## src/rtl/seq_detector_param.sv

```systemverilog
// Parametrised Moore serial pattern detector with overlap/non-overlap mode,
// input qualifier, run-time pattern reload and a saturating match counter.
module seq_detector_param #(
   parameter int                   PATTERN_W = 4,
   parameter logic [PATTERN_W-1:0] PATTERN   = 4'b1011,
   parameter int                   CNT_W     = 8
) (
   input  logic                 clk,
   input  logic                 reset,
   input  logic                 seq_in,
   input  logic                 in_valid,
   input  logic                 overlap_en,
   input  logic                 cfg_load,
   input  logic [PATTERN_W-1:0] cfg_pattern,
   output logic                 detect_out,
   output logic [CNT_W-1:0]     match_count
);

   localparam int                FILL_W   = $clog2(PATTERN_W + 1);
   localparam logic [FILL_W-1:0] FILL_MAX = FILL_W'(PATTERN_W);

   logic [PATTERN_W-1:0] pat_q,  pat_d;
   logic [PATTERN_W-1:0] hist_q, hist_d;
   logic [FILL_W-1:0]    fill_q, fill_d;
   logic                 det_q,  det_d;
   logic [CNT_W-1:0]     cnt_q,  cnt_d;

   logic [PATTERN_W-1:0] hist_nxt;
   logic [FILL_W-1:0]    fill_nxt;
   logic                 match;

   always_comb begin
      hist_nxt = {hist_q[PATTERN_W-2:0], seq_in};
      fill_nxt = (fill_q == FILL_MAX) ? FILL_MAX : fill_q + FILL_W'(1);
      match    = (hist_nxt == pat_q) && (fill_nxt == FILL_MAX);
   end

   always_comb begin
      pat_d  = pat_q;
      hist_d = hist_q;
      fill_d = fill_q;
      det_d  = 1'b0;
      cnt_d  = cnt_q;
      if (cfg_load) begin
         pat_d  = cfg_pattern;
         hist_d = '0;
         fill_d = '0;
      end else if (in_valid) begin
         hist_d = hist_nxt;
         det_d  = match;
         // Non-overlap restarts the fill count so the next match needs fresh bits.
         fill_d = (match && !overlap_en) ? '0 : fill_nxt;
         if (match && (cnt_q != '1)) begin
            cnt_d = cnt_q + CNT_W'(1);
         end
      end
   end

   always_ff @(posedge clk) begin
      if (!reset) begin
         pat_q  <= PATTERN;
         hist_q <= '0;
         fill_q <= '0;
         det_q  <= 1'b0;
         cnt_q  <= '0;
      end else begin
         pat_q  <= pat_d;
         hist_q <= hist_d;
         fill_q <= fill_d;
         det_q  <= det_d;
         cnt_q  <= cnt_d;
      end
   end

   assign detect_out  = det_q;
   assign match_count = cnt_q;

endmodule

```

## config.mk

```make
export PLATFORM = sky130hd
export DESIGN_NAME = seq_detector_param
export DESIGN_NICKNAME = d
export VERILOG_FILES = /design/src/rtl/seq_detector_param.sv
export SDC_FILE = /design/constraint.sdc
export NUM_CORES = 1
export LEC_CHECK = 0
export BUFFER_PORTS_ARGS = -buffer_cell sky130_fd_sc_hd__buf_2
export CAP_MARGIN = 10
export CORE_MARGIN = 10
export CORE_UTILIZATION = 52
export DETAILED_ROUTE_END_ITERATION = 8
export PLACE_DENSITY_LB_ADDON = 0.25
export SETUP_SLACK_MARGIN = 0.15
export SYNTH_ARGS = -nofsm -noshare
export SYNTH_HDL_FRONTEND = slang
export SYNTH_SLANG_ARGS = --single-unit
```

## constraint.sdc

```tcl
create_clock -name clk -period 2.2 [get_ports clk]
set_input_delay 0.44 -clock clk [delete_from_list [all_inputs] [get_ports clk]]
set_output_delay 0.44 -clock clk [all_outputs]
set_load 0.01 [all_outputs]
```

== Yosys cells after proc, flatten, opt, wreduce, memory -nomap -nowiden ==
Index checks and enable logic that the tools add are counted.
Word-level totals
  register bits: 19
  bits in latches: 0
  RAM bits: 0
  ROM bits: 0
  input port bits: 10
  output and inout bits: 9
  logic and storage cells: 23
  memories: 0
Operators by class
  add/subtract/negate cells: 2
  $mul: 0
  div/mod/pow operators: 0
  magnitude comparators: 0
  equality and inequality tests: 4
  shift-type cells: 0
  mux-type cells: 2
  bitwise logic cells: 3
  reduce and logical (&&, ||, !) cells: 7
Operators with widths (count)
  $add 8x1->8 const B: 1
  $ne 8x8->1 const B: 1
  $eq 3x3->1 const B: 2
  $mux 3: 2
  $eq 4x4->1: 1
  $add 3x1->3 const B: 1
  $logic_and 1x1->1: 3
  $not 1->1: 3
  $reduce_and 3->1: 1
  $reduce_or 3->1: 1
  $reduce_or 2->1: 1
  $logic_not 1->1: 1

== Depth between registers and ports, before layout ==
  depth in word-level cells: 6
  depth in mapped cells: 8
  mapped depth without buffers: 7

== Least setup slack after synthesis ==
Ideal clock, no wire load.
  path kind: register -> register
  from: register fill_q[0]
  to: register cnt_q[6], in the netlist match_count[6]
  library setup time: 70 ps
  arrival time: 1737 ps
  data required time: 2130 ps
  path slack: 393 ps
  stages on the path, launching flop included: 9
  buffers on the path: 1
  clock period less this slack: 1807 ps
  cells stage by stage: dfxtp_1 inv_1 ha_1 a21oi_2 nor4_4 nand4_2 buf_2 or3_1 a21oi_1
Between the ends
  cells in the longest elaborated chain, start to end: 6
  elaborated cells between the ends (all ways): 7
  those cells by class: 1 x add/sub; 2 x eq/ne; 1 x mux; 3 x reduce/logical
Ends and longest elaborated chain
  start, declared: line 24  | logic [FILL_W-1:0] fill_q, fill_d;
  start signal, assigned: line 69  | fill_q <= fill_d;
  $add 3x1->3 or $eq 3x3->1 (tied branches): line 34  | fill_nxt = (fill_q == FILL_MAX) ? FILL_MAX : fill_q + FILL_W'(1);
  $mux 3 *: line 34
  $eq 3x3->1 *: line 35  | match = (hist_nxt == pat_q) && (fill_nxt == FILL_MAX);
  $logic_and 1x1->1 *: line 35
  $logic_and 1x1->1 *: line 53  | if (match && (cnt_q != '1)) begin
  $reduce_and 3->1 (no source line) *
  end signal, assigned: line 71  | cnt_q <= cnt_d;
  end, declared: line 26  | logic [CNT_W-1:0] cnt_q, cnt_d;
Every way passes the cells marked *; elsewhere a longest branch is shown, timed or not.
A chain may end at the register's enable or synchronous reset.

== Worst setup path after layout ==
  from: register fill_q[0]
  to: register cnt_q[2], in the netlist match_count[2]
The elaborated chain is that of the path after synthesis.

==> run summary <==
Maximum vdd ir drop: 0.000306 V. The via count of the first global-routing pass is 751. Summed over all layers, the global routing overflow is 0.

The power per cell area came out at 543 nW/um^2. The tools report the clock root buffer as clkbuf_4. Of all cell types, the one taking the most synthesized area is dfxtp_1.

The starting utilization of the core area came out at 54.1%. The number of antenna diodes in the final layout is 0. STA classifies the critical path startpoint as a flop. Input and output buffers added on the ports amount to 18. The run gives 537 MHz as the achievable frequency. In the global route stage, met1 resource usage came out at 13.2%. Across the routed clock network, the largest skew measured is 0.00150 ns. Synthesis produced 100 cells. The number of warnings printed during yosys synthesis was 0. The end of the worst register-to-register path is match_count[2]$_SDFFE_PN0P_. The overall global routing resource usage was 11.3%; the row count was 15.

The finished layout holds 138 standard cells, fillers aside. Number of flip-flops and latches in the synthesized netlist: 19. The startpoint identified for the worst hold timing path is cfg_pattern[0]. The tools report the final number of hold-violating endpoints as 0. The final critical-path required period was 1.86 ns. The most common flop cell mapped by yosys was dfxtp_1. The number of placed instances, taps included, is 132. During I/O placement, the number of pins put on the boundary was 19. The flow ran to the end, and the final reports show no timing, DRC or antenna violations. The routed length per placed instance came out at 14.1 um.

The run gives 113 as the net count of the mapped netlist. After routing, the total negative slack on setup checks comes to 0 ns. By area the synthesized netlist is led by dfxtp_1 (42%), mux2i_1 (8.8%), ha_1 (4.1%). Along the worst path, the maximum fanout reaches 8. Once detail routing completed, the nets flagged for antenna violations numbered 0. Hold repair after CTS inserted 0 buffers. The detailed placement HPWL was 1460 um; the endpoint required time on the critical path was 2.45 ns.

The path with the worst hold slack has its endpoint at pat_q[0]$_SDFFE_PN1P_. The tools report the leakage power as 0.457 nW. After clock tree synthesis, the clock-pin slew on the worst setup and hold paths is 0.11 ns.

In this run the register-to-register setup slack is 0.34 ns. The maximum level of the CTS H-tree is 1, and the measured slew at the worst slew-check pin is 0.320 ns. STA classifies the critical path endpoint as a flop. The clock net in this run drives a total of 19 sinks.

The die covers 3830 sq um. Global routing used 17.4% of the available met2 tracks. The run gives 31 as the number of unique standard cell types used by synthesis. The share of cells above drive strength 1 works out to 28.9%. The launch point of the worst reg-to-reg path is fill_q[0]$_SDFFE_PP0P_. The async set or reset register ratio after synthesis works out to 0%.

The fraction of synthesized cell area taken by the top area cell type came out at 41.6%. The category of the critical setup timing path was flop to flop. The most crowded layer after global routing was met2. The number of cells on the worst reg-to-reg path is 8. The fill cell total of the finished layout is 147, and the area inside the core boundary is 1690 sq um. The number of synthesized flops with an enable pin was 0. The final weighted congestion in routability-driven placement is 0.763. The number of pins with negative max-slew slack in the final report was 0; the number of buffers on the longest clock path was 2.

The first detailed-routing pass took 4 iterations. Remaining routing DRC violations: 0. At the later pin of the worst-skew pair, clock insertion delay measures 0.31 ns. The part of the Yosys area used for sequential elements came out at 41.6%. Max-cap violations in this run came to 0. The number of antenna violations at the first check in global routing was 0; the maximum number of pins on one net before global-route repair was 11. The area growth from synthesis to layout is 19.6%. A synthesized cell averages 9.13 sq um. Headroom to the max-slew limit: 78.5%. The sum of routed wire length over all layers was 1940 um; the instance count along the most critical hold path was 3. The area of the mapped netlist came out at 913 sq um.

The die is 61.9 um wide. The TritonCTS buffer count is 3. The first-pass GRT wire length was 3220 um; the portion of the clock cycle consumed by the worst path in the final layout was 84.7%. At the worst endpoint, the arrival time is 2.12 ns.

TritonCTS built the clock tree. Setup violations remaining at the end of the flow were counted as 0. The total via count after detailed routing is 784. The worst hold path class is primary input to flop. The die is 61.9 um tall.

Setup repair after global routing left no endpoint under its margin. For this run, global-route usage on met3 was measured as 3.25%. The detailed router finished its first iteration with 21 violations.

Routed via count divided by cell count: 5.68. Number of nets in the final layout: 135.
-- cells in the mapped netlist (2+ instances only) --
cell,n
nand4_1,2
nand2_1,7
and2_1,2
nand2b_1,2
dfxtp_1,19
inv_1,4
ha_1,3
mux2i_1,8
o21ai_0,6
clkbuf_1,3
or3_1,4
a21oi_1,7
nand3_1,6
nor2_1,7
xor2_1,4
-- per-stage QoR --
step                      utilization (%)  worst slack (ns)  hold slack (ns)  area, sq um  power [mW]
after floorplan                         -             0.393            0.462          913       0.397
after global placement               60.1             0.238            0.476         1020       0.409
after detailed placement             60.1             0.102            0.490         1020       0.412
after CTS                            62.2             0.184            0.343         1050       0.592
after global routing                 64.7             0.216            0.341         1090       0.618
final                                64.7             0.336            0.338         1090       0.593
-- flip-flops by register name (all words and copies together) (netlist names) --
signal       cells
detect_out       1
fill_q           3
hist_q           3
match_count      8
pat_q            4
-- layer usage --
layer,vias up,wire [um]
li1,395,-
met1,363,866
met2,20,910
met3,6,111
met4,0,50
met5,-,0
-- timing repair --
action,in CTS,in global routing
setup endpoints to repair,2,3
buffers inserted,0,2
resized for setup,1,5
pin swaps,1,1
-- cell usage in the layout, fill, tap and decap left out --
| cell type | instances |
|---|---|
| or3_1 | 4 |
| o21ba_2 | 1 |
| buf_4 | 3 |
| xnor2_1 | 1 |
| buf_2 | 18 |
| clkbuf_4 | 3 |
| o31ai_1 | 1 |
| nor2_1 | 7 |
| dfxtp_2 | 1 |
| dfxtp_1 | 18 |
| nor4_4 | 1 |
| a21oi_1 | 5 |
| nand2_1 | 7 |
| a211oi_1 | 1 |
| nor4_1 | 1 |
| xor2_1 | 4 |
| inv_1 | 4 |
| o31a_2 | 1 |
| a21oi_2 | 3 |
| ha_1 | 2 |
| nand4_4 | 1 |
| and2_1 | 2 |
| or4_1 | 1 |
| nand4_1 | 2 |
| nand3_1 | 6 |
| o21bai_1 | 1 |
| o21ai_0 | 6 |
| nand2b_1 | 2 |
| clkbuf_1 | 1 |
| ha_4 | 1 |
| mux2i_1 | 8 |
| o21a_1 | 1 |
| nor3b_2 | 1 |
| a21o_2 | 1 |
| nand3b_1 | 1 |
-- worst max-delay path, cell delays in order (launching register included) --
cell     delay, ns
dfxtp_2       0.35
inv_1         0.10
ha_4          0.17
a21oi_2       0.08
nor4_4        0.25
nand4_4       0.19
buf_4         0.20
or3_1         0.32
a21oi_2       0.14
-- power breakdown --
| group | internal [mW] | switching [mW] |
|---|---|---|
| registers | 0.350 | 0.00513 |
| clock network | 0.0710 | 0.113 |
| logic | 0.0237 | 0.0293 |
| total | 0.445 | 0.148 |
-- final cells by class --
cell class / instances / area [sq um] / share of cell area [%]
Sequential cell: 19 / 382 / 34.9
Inverter: 4 / 15.0 / 1.37
Multi-Input combinational cell: 73 / 536 / 49.0
Timing Repair Buffer: 21 / 113 / 10.3
Tap cell: 17 / 21.3 / 1.95
Clock buffer: 4 / 26.3 / 2.41
-- worst max path at each step --
stage               cells after the start                          end              startpoint
floorplan                               8  match_count[6]$_SDFFE_PN0P_  fill_q[0]$_SDFFE_PP0P_
global placement                        7  match_count[5]$_SDFFE_PN0P_  fill_q[0]$_SDFFE_PP0P_
detailed placement                      8  match_count[2]$_SDFFE_PN0P_  fill_q[0]$_SDFFE_PP0P_
CTS                                     8  match_count[2]$_SDFFE_PN0P_  fill_q[0]$_SDFFE_PP0P_
global route                            8  match_count[2]$_SDFFE_PN0P_  fill_q[0]$_SDFFE_PP0P_
finish                                  8  match_count[2]$_SDFFE_PN0P_  fill_q[0]$_SDFFE_PP0P_
-- kinds of logic (layout without fill, tap and decap cells) --
logic type	count (synthesis)	in the layout	share of synthesized area (%)
adders and majority gates	3	3	4.11
buffers and inverters	8	29	3.42
xor gates and xnor gates	5	5	4.79
and+or+nand+nor	36	36	22.7
muxes	8	8	8.77
DFF	19	19	41.6
AOI/OAI and AO/OA	21	21	14.5
Power figures use the tool's default switching activity.
